## src/rtl/divider_sequencer.sv

```systemverilog
// Multi-cycle RV32M divide/remainder unit: radix-2 restoring divider sequenced by an FSM,
// with RISC-V divide-by-zero and signed-overflow results resolved at accept.
module divider_sequencer #(
    parameter int         WIDTH    = 32,
    parameter int         COUNT_W  = 6,
    parameter logic [4:0] ALU_DIV  = 5'd12,
    parameter logic [4:0] ALU_DIVU = 5'd13,
    parameter logic [4:0] ALU_REM  = 5'd14,
    parameter logic [4:0] ALU_REMU = 5'd15
) (
    input  logic             clock,
    input  logic             reset,
    input  logic             start,
    input  logic [4:0]       alu_function,
    input  logic [WIDTH-1:0] operand_a,
    input  logic [WIDTH-1:0] operand_b,
    input  logic             flush,
    output logic             ready,
    output logic             busy,
    output logic             result_valid,
    output logic [WIDTH-1:0] result
);

    typedef enum logic [1:0] {IDLE, CALC, FIXUP, DONE} state_t;

    state_t             state, next_state;
    logic [COUNT_W-1:0] count;
    logic [WIDTH-1:0]   dq;        // dividend shifts out MSB-first while quotient bits shift in
    logic [WIDTH-1:0]   divisor;
    logic [WIDTH-1:0]   rem;
    logic               sel_rem;
    logic               neg_q;
    logic               neg_r;

    // Request decode and special-case resolution
    logic             is_div, is_divu, is_rem, is_remu;
    logic             op_valid, op_signed, op_rem;
    logic             a_neg, b_neg, div_by_zero, overflow, special, accept;
    logic [WIDTH-1:0] a_mag, b_mag, special_result;

    assign is_div      = (alu_function == ALU_DIV);
    assign is_divu     = (alu_function == ALU_DIVU);
    assign is_rem      = (alu_function == ALU_REM);
    assign is_remu     = (alu_function == ALU_REMU);
    assign op_valid    = is_div | is_divu | is_rem | is_remu;
    assign op_signed   = is_div | is_rem;
    assign op_rem      = is_rem | is_remu;
    assign a_neg       = op_signed & operand_a[WIDTH-1];
    assign b_neg       = op_signed & operand_b[WIDTH-1];
    assign a_mag       = a_neg ? -operand_a : operand_a;
    assign b_mag       = b_neg ? -operand_b : operand_b;
    assign div_by_zero = (operand_b == '0);
    assign overflow    = op_signed && (operand_a == {1'b1, {(WIDTH-1){1'b0}}}) && (operand_b == '1);
    assign special     = div_by_zero | overflow;
    assign accept      = (state == IDLE) & start & op_valid & ~flush;

    always_comb begin
        if (div_by_zero)
            special_result = op_rem ? operand_a : '1;
        else
            special_result = op_rem ? '0 : operand_a;
    end

    // One restoring step. A set MSB after the shift already exceeds any 32-bit divisor;
    // otherwise the borrow of the 33-bit subtract decides.
    logic [WIDTH:0]   rem_shift, diff;
    logic             ge;
    logic [WIDTH-1:0] q_fix, r_fix;

    assign rem_shift = {rem, dq[WIDTH-1]};
    assign diff      = rem_shift - {1'b0, divisor};
    assign ge        = rem_shift[WIDTH] | ~diff[WIDTH];
    assign q_fix     = neg_q ? -dq : dq;
    assign r_fix     = neg_r ? -rem : rem;

    // NOTE: sequential state uses non-blocking assignments so every register samples
    // pre-edge values regardless of statement order.
    always_ff @(posedge clock or negedge reset) begin
        if (!reset)
            state <= IDLE;
        else
            state <= next_state;
    end

    // NOTE: every output of this block is defaulted first so no path can infer a latch.
    always_comb begin
        next_state   = state;
        ready        = 1'b0;
        busy         = 1'b0;
        result_valid = 1'b0;
        case (state)
            IDLE: begin
                ready = 1'b1;
                if (accept)
                    next_state = special ? DONE : CALC;
            end
            CALC: begin
                busy = 1'b1;
                if (flush)
                    next_state = IDLE;
                else if (count == COUNT_W'(WIDTH-1))
                    next_state = FIXUP;
            end
            FIXUP: begin
                busy       = 1'b1;
                next_state = flush ? IDLE : DONE;
            end
            DONE: begin
                result_valid = ~flush;
                next_state   = IDLE;
            end
            default: next_state = IDLE;
        endcase
    end

    always_ff @(posedge clock or negedge reset) begin
        if (!reset) begin
            count   <= '0;
            dq      <= '0;
            divisor <= '0;
            rem     <= '0;
            sel_rem <= 1'b0;
            neg_q   <= 1'b0;
            neg_r   <= 1'b0;
            result  <= '0;
        end else if (accept) begin
            count   <= '0;
            dq      <= a_mag;
            divisor <= b_mag;
            rem     <= '0;
            sel_rem <= op_rem;
            neg_q   <= a_neg ^ b_neg;
            neg_r   <= a_neg;
            if (special)
                result <= special_result;
        end else if (state == CALC) begin
            rem   <= ge ? diff[WIDTH-1:0] : rem_shift[WIDTH-1:0];
            dq    <= {dq[WIDTH-2:0], ge};
            count <= count + COUNT_W'(1);
        end else if (state == FIXUP && !flush) begin
            result <= sel_rem ? r_fix : q_fix;
        end
    end

endmodule
```

## config.mk

```make
export PLATFORM = sky130hd
export DESIGN_NAME = divider_sequencer
export DESIGN_NICKNAME = d
export VERILOG_FILES = /design/src/rtl/divider_sequencer.sv
export SDC_FILE = /design/constraint.sdc
export NUM_CORES = 1
export LEC_CHECK = 0
export ABC_AREA = 0
export BUFFER_PORTS_ARGS = -buffer_cell sky130_fd_sc_hd__buf_2
export CAP_MARGIN = 20
export CELL_PAD_IN_SITES_DETAIL_PLACEMENT = 0
export CELL_PAD_IN_SITES_GLOBAL_PLACEMENT = 1
export CORE_UTILIZATION = 41
export DETAILED_ROUTE_END_ITERATION = 10
export MAX_ROUTING_LAYER = met4
export PLACE_DENSITY_LB_ADDON = 0.1
export SLEW_MARGIN = 20
export SYNTH_ARGS = -nofsm -noshare
export SYNTH_HDL_FRONTEND = slang
export SYNTH_SLANG_ARGS = --single-unit
```

## constraint.sdc

```tcl
create_clock -name clock -period 3.3 [get_ports clock]
set_input_delay 0.66 -clock clock [delete_from_list [all_inputs] [get_ports clock]]
set_output_delay 0.66 -clock clock [all_outputs]
set_load 0.1 [all_outputs]
```

======== Word level (Yosys, flattened, before mapping) ========
Cells that the tools add are included.
storage, ports and cells
  output and inout bits ................... 35
  register bits after elaboration ......... 139
  input port bits ......................... 73
  word-level logic and storage cells ...... 83
operators by class
  eq/ne operators ......................... 14
  reduce and logical (&&, ||, !) cells .... 11
  muxes and demuxes ....................... 28
  add/subtract/negate cells ............... 6
  bitwise gates (word level) .............. 15
operators with widths
  cell                                                  number
  2-to-1 mux 32 bit                                     17
  negation 32 bit                                       4
  equality test 32 bit (second input constant)          2
  subtractor 33 x 32 -> 33 bit                          1
  zero test 32 bit                                      1
  equality test 5 x 4 -> 1 bit (second input constant)  4
  2-to-1 mux 6 bit                                      2
  2-to-1 mux 2 bit                                      5
  one-hot mux 2 bit (4 select lines)                    1
  bitwise OR 1 bit                                      7
  adder 6 x 1 -> 6 bit (second input constant)          1
  equality test 6 x 5 -> 1 bit (second input constant)  1
  != test 2 bit (second input constant)                 3
  AND 1 bit                                             5
  equality test 2 bit (second input constant)           2
  nonzero test 2 bit                                    2
  logical AND 1 bit                                     3
  2-to-1 mux 1 bit                                      3
  != test 3 bit (second input constant)                 1
  AND reduction 3 bit                                   1
  equality test 2 x 1 -> 1 bit (second input constant)  1
  zero test 2 bit                                       1
  NOT 1 bit                                             2
  AND reduction 2 bit                                   1
  other kinds (3)                                       3

======== Logic depth before layout (Yosys ltp) ========
Gate-level depths: netlist of the first run.
  word-level depth ........................ 8
  gate-level depth with buffers ........... 14

======== Worst setup path before layout of the first run ========
Ideal clock, no wire load.
  kind .................................... input -> register
  start point ............................. input operand_a[11]
  end point ............................... register result[14]
  slack ................................... 0.076 ns
  setup time .............................. 0.126 ns
  stages on the path ...................... 9
  required time ........................... 3.174 ns
  data arrival time ....................... 3.098 ns
  path through ............................ or4_4 -> or3_1 -> or3_4 -> nor4_4 -> and3_4 -> a211o_4 -> nand2_4 -> buf_6 -> a221o_1
on the way
  longest elaborated chain between the ends .. 6
RTL lines
  element                               line  source
  start, declared                       15    input logic [WIDTH-1:0] operand_a,
  equality test 32 bit                  53    assign overflow = op_signed && (operand_a == {1'b1, {(WIDTH-1){1'b0}}}) && (operand_b == '1);
  logical AND 1 bit (2 in series)       53
  bitwise OR 1 bit                      54    assign special = div_by_zero | overflow;
  != test 2 bit (no source line)        --
  AND reduction 3 bit (no source line)  --
  end signal, assigned                  135   result <= special_result;
  end signal, assigned                  141   result <= sel_rem ? r_fix : q_fix;
  end, declared                         21    output logic [WIDTH-1:0] result
No other way between the ends.
A chain may end at the register's enable or synchronous reset.

======== Final worst setup path of the first run ========
  start point ............................. input operand_a[11]
  end point ............................... register result[31]
The elaborated chain is that of the path after synthesis.

==> flow_summary.html, run 1 <==
<table>
<tr><th>Metric</th><th>Value</th></tr>
<tr><th colspan="2">Place</th></tr>
<tr><td>Post-Place Worst Slack</td><td>-0.261 ns</td></tr>
<tr><td>Placer Congestion</td><td>0.878</td></tr>
<tr><td>Post-detailed-placement cell area</td><td>between 0.01 and 0.015 sq mm</td></tr>
<tr><td>Post-detailed-placement half-perimeter wirelength</td><td>27.2 mm</td></tr>
<tr><td>Placed instance count</td><td>between 1500 and 2000</td></tr>
<tr><td>Number of I/O port buffers</td><td>between 100 and 150</td></tr>
<tr><th colspan="2">Worst setup path</th></tr>
<tr><td>Startpoint class of the critical path</td><td>primary input</td></tr>
<tr><td>Cell chain of the critical path</td><td>buf_2 &gt; or4_4 &gt; or3_1 &gt; or3_4 &gt; nor4_4 &gt; and3_4 &gt; a211o_4 &gt; nand2_4 &gt; buf_4 &gt; o31ai_1</td></tr>
<tr><td>Critical path's top delay family</td><td>simple AND/OR/NAND/NOR gates</td></tr>
<tr><td>Number of buffer and inverter stages on the critical path</td><td>2</td></tr>
<tr><td>Largest stage delay, worst path</td><td>around 0.52 ns</td></tr>
<tr><td>Worst EP required</td><td>3.63 ns</td></tr>
<tr><td>Type of the setup path with the least slack</td><td>primary input to flip-flop</td></tr>
<tr><td>Critical path endpoint category</td><td>flip-flop</td></tr>
<tr><td>CP max-delay cell</td><td>or4_4</td></tr>
<tr><td>Start of the worst register-to-register path</td><td>dq[31]$_DFFE_PN0P_</td></tr>
<tr><td>CP arrival</td><td>approximately 3.5 ns</td></tr>
<tr><td>Beginning of the critical path</td><td>operand_a[11]</td></tr>
<tr><td>Largest fanout on the critical path</td><td>26</td></tr>
<tr><th colspan="2">STA</th></tr>
<tr><td>Endpoints failing hold</td><td>0</td></tr>
<tr><td>Unrepaired setup endpoints after global routing</td><td>no</td></tr>
<tr><td>Skew final</td><td>around 0.014 ns</td></tr>
<tr><td>Period Utilization, post-route</td><td>a little over nine tenths</td></tr>
<tr><td>Worst slew pin tran</td><td>~0.9 ns</td></tr>
<tr><td>Count of final max-slew check failures</td><td>0</td></tr>
<tr><td>Max Freq</td><td>0.315 GHz</td></tr>
<tr><td>Setup violation total in the final timing report</td><td>0</td></tr>
<tr><td>Remaining max-slew budget at the tightest pin</td><td>between 30% and 40%</td></tr>
<tr><td>Post-Route Hold Slack</td><td>roughly 0.24 ns</td></tr>
<tr><td>Fin worst setup slack</td><td>about 0.12 ns</td></tr>
<tr><td>Post-layout minimum cycle time</td><td>about 3.2 ns</td></tr>
<tr><th colspan="2">Synth</th></tr>
<tr><td>Basic-gate share of the synthesized area counting and, or, nand and nor cells</td><td>about a fifth</td></tr>
<tr><td>Instance count of the mapped netlist</td><td>roughly 1400</td></tr>
<tr><td>Complex-gate fraction of the synthesized area</td><td>about a quarter</td></tr>
<tr><td>EDFF count, synth</td><td>0</td></tr>
<tr><td>Adder and majority cell fraction of the synthesized area</td><td>approximately 5%</td></tr>
<tr><td>Top post-synthesis cells by area</td><td>dfrtp_1, o21ai_0, xnor2_1</td></tr>
<tr><td>Number of nets produced by synthesis</td><td>roughly 1500</td></tr>
<tr><td>Fraction of synthesis flops using an asynchronous set or reset pin</td><td>100%</td></tr>
<tr><td>Post-synthesis area per instance</td><td>about 8.0 sq um</td></tr>
<tr><td>Post-Synth XOR/XNOR Area</td><td>11.6%</td></tr>
<tr><td>Share of synthesized area spent on multiplexers</td><td>4.34%</td></tr>
<tr><td>Number of unique standard cell types used by synthesis</td><td>between 70 and 80</td></tr>
<tr><td>Register area share after synthesis</td><td>a little under a third</td></tr>
<tr><td>Post-synth top flop</td><td>dfrtp_1</td></tr>
<tr><td>Total number of yosys warnings</td><td>0</td></tr>
<tr><td>Dominant cell by count in the synthesized netlist</td><td>nand2_1</td></tr>
<tr><td>Top cells by instance count after synthesis</td><td>nand2_1, o21ai_0, dfrtp_1, a21oi_1, nor2_1</td></tr>
<tr><td>Main combinational cell family by area after synthesis</td><td>compound AO/OA/AOI/OAI gates</td></tr>
<tr><td>Post-synth design cell area</td><td>about 0.011 sq mm</td></tr>
<tr><td>Flop and latch count out of synthesis</td><td>roughly 140</td></tr>
<tr><td>Cell taking the most area after synthesis</td><td>dfrtp_1</td></tr>
<tr><td>Share of the synthesized area in the top cell type</td><td>a little under a third</td></tr>
<tr><th colspan="2">Detailed routing</th></tr>
<tr><td>Mean number of vias per cell</td><td>about 5.7</td></tr>
<tr><td>Routed length per placed instance</td><td>19.1 um</td></tr>
<tr><td>Wire length after detailed routing</td><td>36.1 mm</td></tr>
<tr><td>Total iterations of the first detailed-routing run</td><td>8</td></tr>
<tr><td>Via count</td><td>roughly 11000</td></tr>
<tr><td>Number of routed nets with antenna violations</td><td>0</td></tr>
<tr><td>Detailed-route DRC error count</td><td>10</td></tr>
<tr><td>Drt first-iter violations</td><td>790</td></tr>
<tr><th colspan="2">Flow run</th></tr>
<tr><td>Number of max-cap violations</td><td>0</td></tr>
<tr><th colspan="2">Pwr</th></tr>
<tr><td>VDD IR max</td><td>1.26 mV</td></tr>
<tr><td>Leakage dissipation</td><td>5.42 nW</td></tr>
<tr><td>Combinational fraction of design power</td><td>62.4%</td></tr>
<tr><td>Sw power</td><td>7.45 mW</td></tr>
<tr><td>Share of power burned in registers</td><td>24.3%</td></tr>
<tr><td>Switching power as a share of total power</td><td>51.8%</td></tr>
<tr><td>Internal Pwr Total</td><td>6.93 mW</td></tr>
<tr><td>Clock network fraction of design power</td><td>about an eighth</td></tr>
<tr><td>Power per Cell Area</td><td>~1100 mW/mm^2</td></tr>
<tr><th colspan="2">Clock network</th></tr>
<tr><td>Clock tree from TritonCTS</td><td>done</td></tr>
<tr><td>Clock insertion delay at the later pin of the skew report</td><td>~0.43 ns</td></tr>
<tr><td>Num CTS Buffers</td><td>17</td></tr>
<tr><td>Number of levels the H-tree was split into</td><td>4</td></tr>
<tr><td># hold bufs at CTS</td><td>0</td></tr>
<tr><td>CTS sink cnt</td><td>about 140</td></tr>
<tr><td>Clk root buf</td><td>clkbuf_16</td></tr>
<tr><td>Maximum buffer depth of the clock tree</td><td>2</td></tr>
<tr><td>Clock input transition at the sequential cells of the worst setup and hold paths</td><td>approximately 0.06 ns</td></tr>
<tr><th colspan="2">Floorplanning</th></tr>
<tr><td>X dimension of the die</td><td>approximately 170 um</td></tr>
<tr><td>Floorplan row count</td><td>59</td></tr>
<tr><td>Area of the core region</td><td>0.0263 sq mm</td></tr>
<tr><td>Chip Height</td><td>approximately 170 um</td></tr>
<tr><td>Initial core utilization</td><td>between 40% and 50%</td></tr>
<tr><td>Die footprint</td><td>between 0.02 and 0.03 sq mm</td></tr>
<tr><td>Top-level I/O count</td><td>108</td></tr>
<tr><th colspan="2">Layout</th></tr>
<tr><td>Layout Cells excl Fill</td><td>1885</td></tr>
<tr><td>Area growth, synth to finish</td><td>19.5%</td></tr>
<tr><td>Layout Utilization</td><td>approximately half</td></tr>
<tr><td>Final design area excluding fillers</td><td>0.0132 sq mm</td></tr>
<tr><td>Number of nets at the end of the flow</td><td>~1700</td></tr>
<tr><td>Layout cells sized above 1</td><td>between 15 and 20%</td></tr>
<tr><th colspan="2">Status</th></tr>
<tr><td>Status</td><td>complete, but fails checks</td></tr>
<tr><td>Failing checks</td><td>DRC</td></tr>
<tr><th colspan="2">Global routing</th></tr>
<tr><td>Total gr overflow</td><td>0</td></tr>
<tr><td>Number of antenna violations at the first check in global routing</td><td>0</td></tr>
<tr><td>Wire length of the first global-routing pass</td><td>56.9 mm</td></tr>
<tr><td>Pin count of the biggest net entering global routing</td><td>76</td></tr>
<tr><td>GRT Overall Usage</td><td>a little over a quarter</td></tr>
<tr><td>Via count of the first global-routing pass</td><td>~10000</td></tr>
<tr><th colspan="2">Worst hold path</th></tr>
<tr><td>Hold Crit Class</td><td>primary input to asynchronous set/reset pin</td></tr>
</table>
path summary, 6_finish.rpt:
path                            slack [ns]  cells past startpoint                       to
min in group clock                    0.48                      2  divisor[13]$_DFFE_PN0P_
worst max register to register        0.17                     14       rem[9]$_DFFE_PN0P_
max in group asynchronous             2.09                      2   result[13]$_DFFE_PN0P_
worst max-delay path                  0.12                     10   result[31]$_DFFE_PN0P_
worst min-delay path                  0.24                      1   divisor[8]$_DFFE_PN0P_
worst min register to register        0.48                      2  divisor[13]$_DFFE_PN0P_
stage by stage:
step / power (mW) / setup TNS [ns]
after global placement: 12.1 / -6.11
after CTS: 14.1 / 0
after global routing: 15.4 / 0
after detailed placement: 12.2 / -6.96
final: 14.4 / 0
after floorplan: 9.71 / 0
sequential cells by signal, indices dropped and copies added (netlist names):
signal   cells
neg_r        1
result      32
rem         32
neg_q        1
dq          32
divisor     32
state        2
sel_rem      1
count        6
power by group through the flow:
stage | clock network (mW) | registers, mW | logic [mW]
after global placement | 0 | 3.51 | 8.60
after detailed placement | 0 | 3.51 | 8.66
after CTS | 1.94 | 3.49 | 8.72
after global routing | 2.00 | 3.61 | 9.82
after floorplan | 0 | 4.58 | 5.13
final | 1.91 | 3.50 | 8.97
layout make-up:
type,count,area (sq um)
clock inverters,13,119
diodes,1,2.50
inverters,55,206
fillers,2579,13000
well taps,335,419
flip-flops and latches,139,3480
repair buffers,213,1450
clock buffers,19,443
multi-input cells,1110,7120
layer usage:
layer  global-route usage, %  routed length [um]  vias up
met5                       -                   0        -
met3                    3.81                1310       16
met4                    4.15                 259        0
met1                    37.5               17900     5114
met2                    42.5               16600      226
li1                        -                   -     5295
kinds of logic after synthesis:
group / Yosys count
compound gates: 438
simple gates: 434
xor+xnor: 147
flops: 139
buf+inv: 133
mux: 48
fa+ha+maj: 43
timing repair:
item / in CTS / in global routing
gates resized for setup: 1 / 12
gates cloned: 0 / 3
pin swaps: 0 / 4
buffers inserted: 0 / 3
setup endpoints to repair: 6 / 33
placed cells by master (no fill, tap or decap), types with 14 or more instances in the layout:
master     netlist  routed
a21o_1          17      17
a21oi_1        101     100
a31oi_1         27      27
buf_2            4     106
buf_4            0      98
clkbuf_16        0      20
dfrtp_1        139     139
ha_1            42      40
inv_1           55      55
mux2i_1         48      47
nand2_1        173     172
nand3_1         28      28
nand4_1         22      22
nor2_1          83      83
nor3_1          31      30
nor4_1          14      14
o21ai_0        169     168
o31ai_1         36      36
o41ai_1         14      14
or3_1           18      17
xnor2_1         77      77
xor2_1          70      70
Power figures use the tool's default switching activity.
==> run 2, diff against run 1 <==
--- a/config.mk
+++ b/config.mk
@@ -10,7 +10,7 @@
 export CAP_MARGIN = 20
 export CELL_PAD_IN_SITES_DETAIL_PLACEMENT = 0
 export CELL_PAD_IN_SITES_GLOBAL_PLACEMENT = 1
-export CORE_UTILIZATION = 41
+export CORE_UTILIZATION = 49
 export DETAILED_ROUTE_END_ITERATION = 10
 export MAX_ROUTING_LAYER = met4
 export PLACE_DENSITY_LB_ADDON = 0.1
==> constraint.sdc (replaced) <==
create_clock -name clock -period 4 [get_ports clock]
set_input_delay 0.8 -clock clock [delete_from_list [all_inputs] [get_ports clock]]
set_output_delay 0.8 -clock clock [all_outputs]
set_load 0.1 [all_outputs]
==> run 2 against run 1 <==
Compared with the run above: the run still ends with DRC left; first-iteration DRC count shrank 15%; critical path depth rose by 3; global-route usage up 3.8 points; clock power is 20% lower; hold slack improved by 0.17 ns; non-clock buffer count down 81; critical endpoint is now rem[3]$_DFFE_PN0P_; largest power group unchanged.
==> flow_summary.html, run 2 (synthesized netlist as in run 1, its figures left out) <==
<table>
<tr><th>Metric</th><th>Value</th></tr>
<tr><th colspan="2">Status</th></tr>
<tr><td>Status</td><td>complete, but fails checks</td></tr>
<tr><td>Failing checks</td><td>DRC</td></tr>
<tr><th colspan="2">Detailed routing</th></tr>
<tr><td>Routed length per placed instance</td><td>19.3 um (+0.58%)</td></tr>
<tr><td>Total iterations of the first detailed-routing run</td><td>8 (unchanged)</td></tr>
<tr><td>Drt first-iter violations</td><td>672 (-15%)</td></tr>
<tr><td>Number of routed nets with antenna violations</td><td>0 (unchanged)</td></tr>
<tr><td>Mean number of vias per cell</td><td>5.96 (+5.5%)</td></tr>
<tr><td>Wire length after detailed routing</td><td>33.7 mm (-6.7%)</td></tr>
<tr><td>Via count</td><td>10418 (-2.2%)</td></tr>
<tr><td>Detailed-route DRC error count</td><td>4 (-6)</td></tr>
<tr><th colspan="2">STA</th></tr>
<tr><td>Setup violation total in the final timing report</td><td>0 (unchanged)</td></tr>
<tr><td>Worst slew pin tran</td><td>0.912 ns (-0.00889 ns)</td></tr>
<tr><td>Remaining max-slew budget at the tightest pin</td><td>39.2% (+0.59 points)</td></tr>
<tr><td>Endpoints failing hold</td><td>0 (unchanged)</td></tr>
<tr><td>Sum of negative setup slack</td><td>0 ns (unchanged)</td></tr>
<tr><td>Post-layout minimum cycle time</td><td>between 3 and 4 ns</td></tr>
<tr><td>Max Freq</td><td>between 0.2 and 0.3 GHz</td></tr>
<tr><td>Count of final max-slew check failures</td><td>0 (unchanged)</td></tr>
<tr><td>Unrepaired setup endpoints after global routing</td><td>no</td></tr>
<tr><td>Period Utilization, post-route</td><td>90.1%</td></tr>
<tr><td>Skew final</td><td>0.0148 ns (+0.000756 ns)</td></tr>
<tr><th colspan="2">Floorplanning</th></tr>
<tr><td>X dimension of the die</td><td>152 um (-8.4%)</td></tr>
<tr><td>Die footprint</td><td>0.0232 sq mm (-16%)</td></tr>
<tr><td>Floorplan row count</td><td>54 (-8.5%)</td></tr>
<tr><td>Initial core utilization</td><td>50.4% (+8.3 points)</td></tr>
<tr><td>Area of the core region</td><td>0.0220 sq mm (-16%)</td></tr>
<tr><td>Chip Height</td><td>152 um (-8.4%)</td></tr>
<tr><td>Top-level I/O count</td><td>108 (unchanged)</td></tr>
<tr><th colspan="2">Global routing</th></tr>
<tr><td>GRT Overall Usage</td><td>30.8% (+3.8 points)</td></tr>
<tr><td>Wire length of the first global-routing pass</td><td>54.8 mm (-3.7%)</td></tr>
<tr><td>Number of antenna violations at the first check in global routing</td><td>0 (unchanged)</td></tr>
<tr><td>Via count of the first global-routing pass</td><td>10000 (-0.77%)</td></tr>
<tr><td>Pin count of the biggest net entering global routing</td><td>88 (+16%)</td></tr>
<tr><td>Total gr overflow</td><td>0 (unchanged)</td></tr>
<tr><th colspan="2">Layout</th></tr>
<tr><td>Area growth, synth to finish</td><td>12.4%</td></tr>
<tr><td>Final design area excluding fillers</td><td>0.0124 sq mm (-6.0%)</td></tr>
<tr><td>Most common cell after layout, fill and taps aside</td><td>nand2_1</td></tr>
<tr><td>Commonest cells after routing, fill and taps aside</td><td>nand2_1, o21ai_0, dfrtp_1, buf_2, a21oi_1</td></tr>
<tr><td>Ant diodes</td><td>0 (-1)</td></tr>
<tr><td>Layout cells sized above 1</td><td>12.9% (-5.1 points)</td></tr>
<tr><td>Number of nets at the end of the flow</td><td>1571 (-4.9%)</td></tr>
<tr><th colspan="2">Clock network</th></tr>
<tr><td>CTS sink cnt</td><td>139 (unchanged)</td></tr>
<tr><td>Clock input transition at the sequential cells of the worst setup and hold paths</td><td>0.07 ns (about the same)</td></tr>
<tr><td>Number of levels the H-tree was split into</td><td>4 (unchanged)</td></tr>
<tr><td>Num CTS Buffers</td><td>17 (unchanged)</td></tr>
<tr><td>Clk root buf</td><td>clkbuf_16</td></tr>
<tr><td>Maximum buffer depth of the clock tree</td><td>2 (unchanged)</td></tr>
<tr><td>Post-CTS Setup Repair Bufs</td><td>0 (unchanged)</td></tr>
<tr><td>Post-cts repair resize count</td><td>0 (-1)</td></tr>
<tr><td>Clock insertion delay at the later pin of the skew report</td><td>0.43 ns (about the same)</td></tr>
<tr><td>Clock tree from TritonCTS</td><td>done</td></tr>
<tr><td># hold bufs at CTS</td><td>0 (unchanged)</td></tr>
<tr><th colspan="2">Pwr</th></tr>
<tr><td>Power per Cell Area</td><td>906 mW/mm^2 (-17%)</td></tr>
<tr><td>Leakage dissipation</td><td>5.01 nW (-7.6%)</td></tr>
<tr><td>VDD IR max</td><td>1.01 mV (-19%)</td></tr>
<tr><td>Overall power</td><td>11.3 mW (-22%)</td></tr>
<tr><th colspan="2">Worst setup path</th></tr>
<tr><td>Largest fanout on the critical path</td><td>17 (-35%)</td></tr>
<tr><td>Type of the setup path with the least slack</td><td>flip-flop to flip-flop</td></tr>
<tr><td>Worst EP required</td><td>4.26 ns (+0.63 ns)</td></tr>
<tr><td>Startpoint class of the critical path</td><td>flip-flop</td></tr>
<tr><td>Critical path endpoint category</td><td>flip-flop</td></tr>
<tr><td>CP arrival</td><td>3.87 ns (+0.37 ns)</td></tr>
<tr><th colspan="2">Place</th></tr>
<tr><td>Number of I/O port buffers</td><td>107 (unchanged)</td></tr>
<tr><td>Post-detailed-placement half-perimeter wirelength</td><td>24.4 mm (-10%)</td></tr>
<tr><td>Placer Congestion</td><td>0.897 (+2.2%)</td></tr>
<tr><td>Post-detailed-placement cell area</td><td>0.0119 sq mm (-5.1%)</td></tr>
<tr><th colspan="2">Flow run</th></tr>
<tr><td>Number of max-cap violations</td><td>0 (unchanged)</td></tr>
<tr><th colspan="2">Worst hold path</th></tr>
<tr><td>Hold Crit Class</td><td>primary input to asynchronous set/reset pin</td></tr>
</table>
## run 2: cell count changes in the layout (fill, tap and decap cells not counted), moves of 3 or more
cell / previous run / this run
buf_4: 98 / 22
clkbuf_16: 20 / 17
clkinv_4: 2 / 5
clkinvlp_4: 4 / 1
## run 2: worst paths after layout
path / from / end / slack (ns) / depth (start not counted)
worst max-delay path: dq[31]$_DFFE_PN0P_ / rem[3]$_DFFE_PN0P_ / 0.39 / 13
worst min-delay path: reset / rem[9]$_DFFE_PN0P_ / 0.41 / 1
worst max register to register: dq[31]$_DFFE_PN0P_ / rem[3]$_DFFE_PN0P_ / 0.39 / 13
worst min register to register: result[5]$_DFFE_PN0P_ / result[5]$_DFFE_PN0P_ / 0.48 / 2
max in group asynchronous: reset / result[20]$_DFFE_PN0P_ / 2.77 / 2
min in group clock: result[5]$_DFFE_PN0P_ / result[5]$_DFFE_PN0P_ / 0.48 / 2
## run 2: power by group
group	leakage (nW)	internal (mW)	switching [mW]
Sequential	1.64	2.10	0.916
Combinational	3.10	2.33	4.40
Clock	0.271	0.859	0.673
Total	5.01	5.29	5.99
## run 2: layout make-up
class / instances / area (sq um)
Multi-Input combinational cell: 1110 / 7090
Sequential cell: 139 / 3480
Clock inverter: 13 / 119
Inverter: 55 / 206
Timing Repair Buffer: 132 / 767
Tap cell: 280 / 350
Clock buffer: 19 / 433
Fill cell: 2078 / 9510
## run 2: layer usage
layer	vias to the layer above	wire length, um	track usage, %
met1	4916	16100	42.6
met2	328	15000	46.2
met4	0	722	9.09
met3	54	1810	5.18
li1	5120	-	-
met5	-	0	-
## run 2: worst max-delay path, stage by stage, from the launching register on
cell      delay, ns
dfrtp_1        0.43
inv_1          0.10
ha_1           0.24
fa_1           0.43
nand2b_1       0.19
a21oi_1        0.24
o211ai_1       0.19
o21a_1         0.26
o21ai_0        0.18
buf_4          0.16
nand3b_1       0.19
and2_1         0.45
a21oi_1        0.27
a21oi_1        0.09
## run 2: through the flow
stage	hold slack, ns	utilization (%)	std cells	setup slack, ns
final	0.407	56.7	1748	0.394
after global routing	0.474	56.7	1748	0.150
after CTS	0.450	56.7	1748	0.445
after detailed placement	0.470	54.2	1716	0.225
after global placement	0.462	54.2	1716	0.256
after floorplan	0.450	-	1382	0.636
